==> config.mk <==
export PLATFORM = sky130hd
export DESIGN_NAME = adder_arbiter
export DESIGN_NICKNAME = d
export VERILOG_FILES = /design/src/rtl/adder_arbiter_pkg.sv /design/src/rtl/adder_arbiter_rr.sv /design/src/rtl/adder_arbiter.sv
export SDC_FILE = /design/constraint.sdc
export NUM_CORES = 1
export LEC_CHECK = 0
export CAP_MARGIN = 15
export CORE_ASPECT_RATIO = 0.7
export CORE_MARGIN = 8
export CORE_UTILIZATION = 32
export DETAILED_ROUTE_END_ITERATION = 10
export MAX_ROUTING_LAYER = met4
export PLACE_DENSITY = 0.75
export REMOVE_ABC_BUFFERS = 1
export SETUP_SLACK_MARGIN = 0.2
export SYNTH_ARGS = -nofsm -noshare
export SYNTH_HDL_FRONTEND = slang
export SYNTH_SLANG_ARGS = --single-unit
==> constraint.sdc <==
create_clock -name clk -period 3.06 [get_ports clk]
set_clock_uncertainty 0.15 [all_clocks]
set_input_delay 0.306 -clock clk [delete_from_list [all_inputs] [get_ports clk]]
set_output_delay 0.306 -clock clk [all_outputs]
set_load 0.03 [all_outputs]
==> src/rtl/adder_arbiter_pkg.sv <==
// Shared definitions for the adder arbiter slice.
//   state_t      : controller FSM encoding (IDLE, ISSUE, WAIT, DONE)
//   DW_DEF       : default operand/result width
//   ADD_LAT_DEF  : default adder latency in cycles
//   clog2()      : index width helper, never returns less than 1
package adder_arbiter_pkg;

  typedef enum logic [1:0] {
    IDLE  = 2'd0,
    ISSUE = 2'd1,
    WAIT  = 2'd2,
    DONE  = 2'd3
  } state_t;

  localparam int DW_DEF      = 32;
  localparam int ADD_LAT_DEF = 5;

  // Minimum of 1 so a degenerate parameter still yields a legal vector.
  function automatic int clog2(input int n);
    int w;
    w = 1;
    while ((1 << w) < n) w++;
    return w;
  endfunction

endpackage

==> src/rtl/adder_arbiter_rr.sv <==
// Combinational round-robin search.
//   req   : request vector
//   ptr   : index of the last winner (lowest priority this round)
//   any   : at least one request present
//   idx   : winner index, first set bit at ptr+1, ptr+2, ... with wrap
//   grant : one-hot form of idx (all zero when any is low)
module rr_arbiter
  import adder_arbiter_pkg::*;
#(
  parameter int N_REQ = 4,
  parameter int IW    = clog2(N_REQ)
) (
  input  logic [N_REQ-1:0] req,
  input  logic [IW-1:0]    ptr,
  output logic             any,
  output logic [IW-1:0]    idx,
  output logic [N_REQ-1:0] grant
);

  function automatic logic [IW-1:0] wrap_idx(input logic [IW-1:0] base, input int k);
    return IW'((int'(base) + k) % N_REQ);
  endfunction

  always_comb begin
    any   = 1'b0;
    idx   = '0;
    grant = '0;
    // k = N_REQ lands back on ptr itself, so the last winner is checked last.
    for (int k = 1; k <= N_REQ; k++) begin
      if (!any && req[wrap_idx(ptr, k)]) begin
        any                   = 1'b1;
        idx                   = wrap_idx(ptr, k);
        grant[wrap_idx(ptr, k)] = 1'b1;
      end
    end
  end

endmodule

==> src/rtl/adder_arbiter.sv <==
// Shares one multi-cycle sign-magnitude adder among N_REQ requesters.
// One operation in flight: arbitrate (IDLE), start adder (ISSUE),
// wait ADD_LAT cycles (WAIT), return result (DONE).
//   clk, rst            : clock, async active-high reset
//   req_valid/a/b/cin   : per-requester request and packed operands
//   req_ready           : one-hot pulse, operands captured
//   rsp_valid, rsp_sum  : one-hot completion pulse and held result
//   add_en/a/b/cin      : adder start pulse and registered operands
//   add_sum             : adder result, sampled at end of WAIT
//   busy                : controller not idle
module adder_arbiter
  import adder_arbiter_pkg::*;
#(
  parameter int N_REQ   = 4,
  parameter int DW      = DW_DEF,
  parameter int ADD_LAT = ADD_LAT_DEF
) (
  input  logic                clk,
  input  logic                rst,
  input  logic [N_REQ-1:0]    req_valid,
  input  logic [N_REQ*DW-1:0] req_a,
  input  logic [N_REQ*DW-1:0] req_b,
  input  logic [N_REQ-1:0]    req_cin,
  output logic [N_REQ-1:0]    req_ready,
  output logic [N_REQ-1:0]    rsp_valid,
  output logic [DW-1:0]       rsp_sum,
  output logic                add_en,
  output logic [DW-1:0]       add_a,
  output logic [DW-1:0]       add_b,
  output logic                add_cin,
  input  logic [DW-1:0]       add_sum,
  output logic                busy
);

  localparam int IW = clog2(N_REQ);
  localparam int CW = clog2(ADD_LAT);

  state_t            state, state_nxt;
  logic [IW-1:0]     ptr, grant;
  logic [CW-1:0]     cnt;
  logic              arb_any;
  logic [IW-1:0]     arb_idx;
  logic [N_REQ-1:0]  arb_oh;
  logic [DW-1:0]     sel_a, sel_b;
  logic              sel_cin;

  rr_arbiter #(.N_REQ(N_REQ), .IW(IW)) u_rr (
    .req   (req_valid),
    .ptr   (ptr),
    .any   (arb_any),
    .idx   (arb_idx),
    .grant (arb_oh)
  );

  // AND-OR operand select driven by the one-hot winner.
  always_comb begin
    sel_a   = '0;
    sel_b   = '0;
    sel_cin = 1'b0;
    for (int i = 0; i < N_REQ; i++) begin
      if (arb_oh[i]) begin
        sel_a   = sel_a | req_a[i*DW +: DW];
        sel_b   = sel_b | req_b[i*DW +: DW];
        sel_cin = sel_cin | req_cin[i];
      end
    end
  end

  always_comb begin
    state_nxt = state;
    req_ready = '0;
    rsp_valid = '0;
    add_en    = 1'b0;
    busy      = (state != IDLE);
    case (state)
      IDLE:  if (arb_any) state_nxt = ISSUE;
      ISSUE: begin
        add_en    = 1'b1;
        req_ready = N_REQ'(1) << grant;
        state_nxt = WAIT;
      end
      WAIT:  if (cnt == '0) state_nxt = DONE;
      DONE: begin
        rsp_valid = N_REQ'(1) << grant;
        state_nxt = IDLE;
      end
      default: state_nxt = IDLE;
    endcase
  end

  always_ff @(posedge clk or posedge rst) begin
    if (rst) state <= IDLE;
    else     state <= state_nxt;
  end

  // IDLE -> ISSUE: capture winner operands; WAIT -> DONE: capture sum.
  always_ff @(posedge clk or posedge rst) begin
    if (rst) begin
      ptr     <= IW'(N_REQ - 1);
      grant   <= '0;
      cnt     <= '0;
      add_a   <= '0;
      add_b   <= '0;
      add_cin <= 1'b0;
      rsp_sum <= '0;
    end else begin
      if (state == IDLE && arb_any) begin
        add_a   <= sel_a;
        add_b   <= sel_b;
        add_cin <= sel_cin;
        grant   <= arb_idx;
        ptr     <= arb_idx;
      end
      if (state == ISSUE) cnt <= CW'(ADD_LAT - 1);
      if (state == WAIT) begin
        if (cnt == '0) rsp_sum <= add_sum;
        else           cnt     <= cnt - 1'b1;
      end
    end
  end

endmodule

==> metrics.txt, run 1 <==
initial antenna violation count 0; R2R setup slack 0.18 ns; CTS root buf clkbuf_16; max incr delay on CP 0.58 ns; Initial Util 0.326; slew margin rel. 0.549; Max-Cap Viols 0; CTS H-tree depth 3; Tmin final 2.88 ns; Top FF cell, synth dfrtp_1; Final ANT Viol Nets 0; share of layout cells above drive strength 1 0.188; critical path capture point type flop; Hold Slack 0.0665 ns; commonest non-fill, non-tap cell in the layout clkdlybuf4s50_1; residual DRC count 0; most frequent cells in the layout 404 x clkdlybuf4s50_1, 104 x dfrtp_1, 69 x nor2_1; CP Cell Sequence inv_2 > ha_4 > mux4_2 > nand2_1 > o21ai_1 > a221o_2 > buf_12 > clkbuf_16 > a222oi_1 > a21oi_1; final hold violations 0; Area Growth Syn to Fin 97.9%; drt pass-1 iters 10; Total Power 14.5 mW; Pwr Density 1250 nW/µm²; Worst VDD drop 0.000580 V; Area contributors post-synth dfrtp_1 44%, a222oi_1 11%, a221oi_1 9.7%; Reg-to-Reg End add_b[26]; final setup fails 0; worst r2r src ptr[0]; die area 22900 µm²; CTS tree yes; I/O pin cnt 405; area of the core 18000 µm²; startpoint types flop; I/O Buffers 404; Post-DP Area 10200 µm²; final WL 31900 µm; gpl congestion 0.882; Arr. time, crit path 2.95 ns; clk sinks 106; Pleak 4.52 nW; FF-to-FF path depth 10; post-route cell area 11600 µm²; row count 41; Yosys warnings 0; DIE HEIGHT 129 µm; cts bufs inserted 9; Synth Instances 557; via count 7118; dpl hpwl 20400 µm; vias in the first global route 7041; RSZ-0062 raised after global routing yes; status complete, no violations; post-synthesis sequential area ratio 0.454; nets@finish 1285; share of the synthesized area in the top cell type 0.445; Worst Tran Pin Value 0.672 ns; Antenna diodes 0; setup TNS 0 ns; Overflow after GRT 0; Critical Path RT 3.12 ns; Slowest-stage cell, CP dfstp_2; Post-synth EDFFs 0; Overall Global Routing Usage 0.232; Avg Cell Area, Syn 10.5 µm²; mean number of vias per cell 5.86; die width 178 µm; Seq cells post-synth 106; Async S/R FF share, synth 1.00; Clock Latency Late Sink 0.35 ns; synth unique cells 42; largest net degree at the start of global routing 70; cts hold-fix bufs 0; Clock transition at path regs 0.08 ns; Slew Viols, Final 0; DR WL/cell 26.3 µm; first-pass GRT wire length 40400 µm; clock tree buffer depth 2; drt first-iter violations 931; Tcrit/Tclk final 0.942; FMAX 347 MHz; Crit Path Category flop to flop; worst hold path class primary input to asynchronous set/reset pin; Mapped Area 5850 µm²; Worst Path Max Fanout 12; cell accounting for the most synthesized area dfrtp_1
-- layout make-up --
cell class                 count  area [µm²]
fill                        1442        6370
timing repair buffer         460        4940
clock buffer                   9         225
tap                          236         295
sequential                   106        2660
clock inverter                 7        71.3
multi-input combinational    386        3360
inverter                      10        40.0
-- metrics by stage --
step	cells	setup slack, ns	util
2_1_floorplan	501	-2.82	-
3_3_place_gp	1166	0.0623	0.571
3_5_place_dp	1166	0.0197	0.571
4_1_cts	1188	0.230	0.592
5_1_grt	1214	0.0739	0.645
6_report	1214	0.179	0.645
-- Yosys cell counts (7+ instances only) --
master      n
a21oi_1    67
a221oi_1   65
a222oi_1   65
buf_2      23
buf_6       7
clkbuf_1   24
dfrtp_1   104
ha_1       14
inv_1      10
mux2_2     33
nand2_1    17
nor2_1     70
o21ai_0    11
-- state kept, by name, summed over array words and instances, names as in the netlist --
| register | count |
|---|---|
| rsp_sum | 32 |
| cnt | 3 |
| ptr | 2 |
| add_a | 32 |
| grant | 2 |
| state | 2 |
| add_cin | 1 |
| add_b | 32 |
-- worst max-delay path: cells and delay by family, from the launching register on --
family	cells	cell delay, ns
AOI/OAI and AO/OA	4	0.87
buffers and inverters	3	0.41
DFF	1	0.58
and+or+nand+nor	1	0.09
adders and majority gates	1	0.29
muxes	1	0.34
-- what timing repair did --
action | 4_1_cts | 5_1_grt
gates cloned | 1 | 20
pin swaps | 2 | 76
endpoints found under the setup margin | 57 | 65
buffers inserted | 5 | 6
resized for setup | 4 | 79
-- per-layer routing --
metal	routed length (µm)	global-route usage
met5	0	-
met4	790	0.0557
met3	3200	0.0663
met2	15600	0.392
met1	12200	0.269
-- report_power, final --
part	leakage [nW]	switching [mW]	internal, mW
combinational	3.17	5.89	4.84
clock	0.139	0.605	0.577
sequential	1.21	0.438	2.17
total	4.52	6.94	7.59
-- cells by family (layout without fill, tap and decap cells) --
kind of cell	count (synthesis)	in the layout	synth area share
and+or+nand+nor	108	108	0.0817
muxes	35	35	0.0712
buffers and inverters	66	486	0.0569
AOI/OAI and AO/OA	228	229	0.306
adders and majority gates	14	14	0.0299
DFF	106	106	0.454
-- worst max-delay path by stage --
stage	start	end	slack, ns	cells after the start
finish	ptr[0]	add_b[26]	0.18	10
global route	ptr[0]	add_b[26]	0.07	10
CTS	ptr[0]	add_cin	0.23	8
detailed placement	req_valid[0]	add_b[15]	0.02	8
global placement	req_valid[0]	add_a[1]	0.06	8
floorplan	ptr[0]	add_a[0]	-2.82	6
Note: power is estimated with default switching activity, not from simulation.
==> inputs of run 2 (changes only) <==
--- a/config.mk
+++ b/config.mk
@@ -13,7 +13,6 @@
 export MAX_ROUTING_LAYER = met4
 export PLACE_DENSITY = 0.75
 export REMOVE_ABC_BUFFERS = 1
-export SETUP_SLACK_MARGIN = 0.2
 export SYNTH_ARGS = -nofsm -noshare
 export SYNTH_HDL_FRONTEND = slang
 export SYNTH_SLANG_ARGS = --single-unit
==> run 2 against run 1 <==
Effect of this change:
- cell count decreased by 2.6%
- design area shrank 8.9%
- die area did not move
- critical path type unchanged
- global-route usage decreased by 0.33 points
- highest routed layer unchanged
- worst setup slack worse by 0.038 ns
- maximum frequency fell by 1.3%
- critical endpoint is now add_a[4]
- first-iteration DRC count shrank 23%
==> metrics.txt, run 2 (synthesis gave the netlist of run 1 again) <==
Crit Path Category flop to flop; Clock transition at path regs 0.08 ns (about the same); clock tree buffer depth 2 (unchanged); Final ANT Viol Nets 0 (unchanged); Max-Cap Viols 0 (unchanged); largest net degree at the start of global routing 70 (unchanged); part of the power in registers 0.217 (+0.038); register area 2660 µm² (unchanged); Tcrit/Tclk final 0.954 (+0.0123); final setup fails 0 (unchanged); Net Switching 5.73 mW (-17%); Arr. time, crit path 2.99 ns (+0.04 ns); clock power share 0.097 (+0.016); drt pass-1 iters 6 (-4); post-route cell area 10600 µm² (-8.9%); Worst Path Max Fanout 42 (+30); worst slack, placed 0.0197 ns (unchanged); row count 41 (unchanged); Tmin final 2.92 ns (+0.0377 ns); cts bufs inserted 9 (unchanged); R2R setup slack 0.14 ns (-0.04 ns); final hold violations 0 (unchanged); M1 wire length 10500 µm (-15%); Layout fillers 1545 (+7.1%); cts hold-fix bufs 0 (unchanged); Worst VDD drop 0.000559 V (-3.6%); DIE HEIGHT 129 µm (unchanged); metal2 WL 13700 µm (-13%); Critical Path RT 3.13 ns (about the same); I/O Buffers 404 (unchanged); commonest non-fill, non-tap cell in the layout clkdlybuf4s50_1; Slowest-stage cell, CP dfstp_2; area of the core 18000 µm² (unchanged); CTS root buf clkbuf_16; startpoint types flop; status complete, no violations; Antenna diodes 0 (unchanged); Internal 6.28 mW (-17%); slew margin rel. 0.615 (+0.0656); FMAX 343 MHz (-1.3%); Top Registers add_a (32), add_b (32), rsp_sum (32); die width 178 µm (unchanged); via count 6731 (-5.4%); vias in the first global route 6983 (-0.82%); Worst Tran Pin Value 0.572 ns (-0.100 ns); drt first-iter violations 714 (-23%); area of the multi-input gates 2890 µm² (-14%); Pleak 4.05 nW (-10%); metal3 WL 2680 µm (-16%); Slew Viols, Final 0 (unchanged); CTS H-tree depth 3 (unchanged); max incr delay on CP 0.59 ns (about the same); residual DRC count 0 (unchanged); Overall Global Routing Usage 0.228 (-0.00334); Setup WS post-layout 0.141 ns (-0.0377 ns); Reg-to-Reg End add_a[4]; FF-to-FF path depth 9 (-1); uppermost layer routed met4; die area 22900 µm² (unchanged); Overflow after GRT 0 (unchanged); worst hold path class primary input to asynchronous set/reset pin; share of layout cells above drive strength 1 0.0962 (-0.0919); I/O pin cnt 405 (unchanged); mean number of vias per cell 5.69 (-2.9%); Clock Latency Late Sink 0.34 ns (about the same); CTS tree yes; gpl congestion 0.882 (unchanged); DR WL/cell 23.0 µm (-12%); Pwr Density 1140 nW/µm² (-9.3%); Sw Ratio 0.477 (about the same); worst r2r src ptr[0]; initial antenna violation count 0 (unchanged); clk sinks 106 (unchanged); CP Cell Sequence inv_1 > ha_2 > mux4_2 > nand2_1 > o21ai_1 > a221o_2 > buf_12 > a222oi_1 > a21oi_1; final WL 27200 µm (-15%); critical path capture point add_a[4]; crit path from ptr[0]; most frequent cells in the layout 404 x clkdlybuf4s50_1, 104 x dfrtp_1, 69 x nor2_1; first-pass GRT wire length 39900 µm (-1.1%); Area Growth Syn to Fin 80.3%; combinational fraction of design power 0.686 (-0.053); Setup Buffers After CTS 0 (-5); critical path capture point type flop; Initial Util 0.326 (unchanged); Post-DP Area 10200 µm² (unchanged); # resized after CTS 0 (-4); dpl hpwl 20400 µm (unchanged); nets@finish 1253 (-2.5%); final core occ 0.588 (-0.0573)
-- run 2: cell types whose count changed in the layout (fill, tap and decap cells not counted), moves of 5 or more --
cell and change:
a221oi_2 -51, buf_6 -7, a221oi_4 -5, a221oi_1 +56, buf_4 -5, clkbuf_16 -13
-- run 2: metrics by stage --
step	power [mW]	instances	hold WS, ns	setup TNS [ns]
finish	12.0	1182	0.0719	0
global route	12.7	1182	0.0716	-0.00181
CTS	12.1	1182	0.0643	0
detailed placement	10.9	1166	0.339	0
global placement	10.7	1166	0.330	0
floorplan	7.19	501	0.307	-204.49
-- run 2: power groups by stage --
stage / logic (mW) / clock network [mW] / registers [mW]
after global placement: 8.13 / 0 / 2.60
final: 8.24 / 1.17 / 2.60
after detailed placement: 8.24 / 0 / 2.62
after CTS: 8.26 / 1.21 / 2.60
after global routing: 8.78 / 1.26 / 2.70
after floorplan: 3.30 / 0 / 3.90
-- run 2: worst min path at each step --
stage | from | end | slack (ns) | cells after the start
after floorplan | add_sum[0] | rsp_sum[0] | 0.31 | 1
after global placement | cnt[0] | cnt[0] | 0.33 | 1
after detailed placement | cnt[0] | cnt[0] | 0.34 | 1
after CTS | rst | add_a[15] | 0.06 | 2
after global routing | rst | add_b[31] | 0.07 | 2
final | rst | add_a[3] | 0.07 | 2
-- run 2: layer usage --
layer / vias up / GRT usage
li1: 3036 / -
met1: 3267 / 0.266
met2: 400 / 0.387
met3: 28 / 0.0651
met4: 0 / 0.0533
met5: - / -
-- run 2: area by class of cell --
type | instances | share of cell area
clock buffers | 9 | 0.0213
clock inverters | 7 | 0.00676
inverters | 10 | 0.00379
multi-input cells | 385 | 0.274
flip-flops and latches | 106 | 0.252
well taps | 236 | 0.0280
repair buffers | 429 | 0.414
-- run 2: critical path, delay by kind of cell, from the launching register on --
kind	cells	cell delay, ns
AND/OR/NAND/NOR	1	0.09
multiplexers	1	0.37
adder cells (fa/ha/maj)	1	0.38
buffers and inverters	2	0.28
AO/OA/AOI/OAI	4	0.92
flip-flops	1	0.59
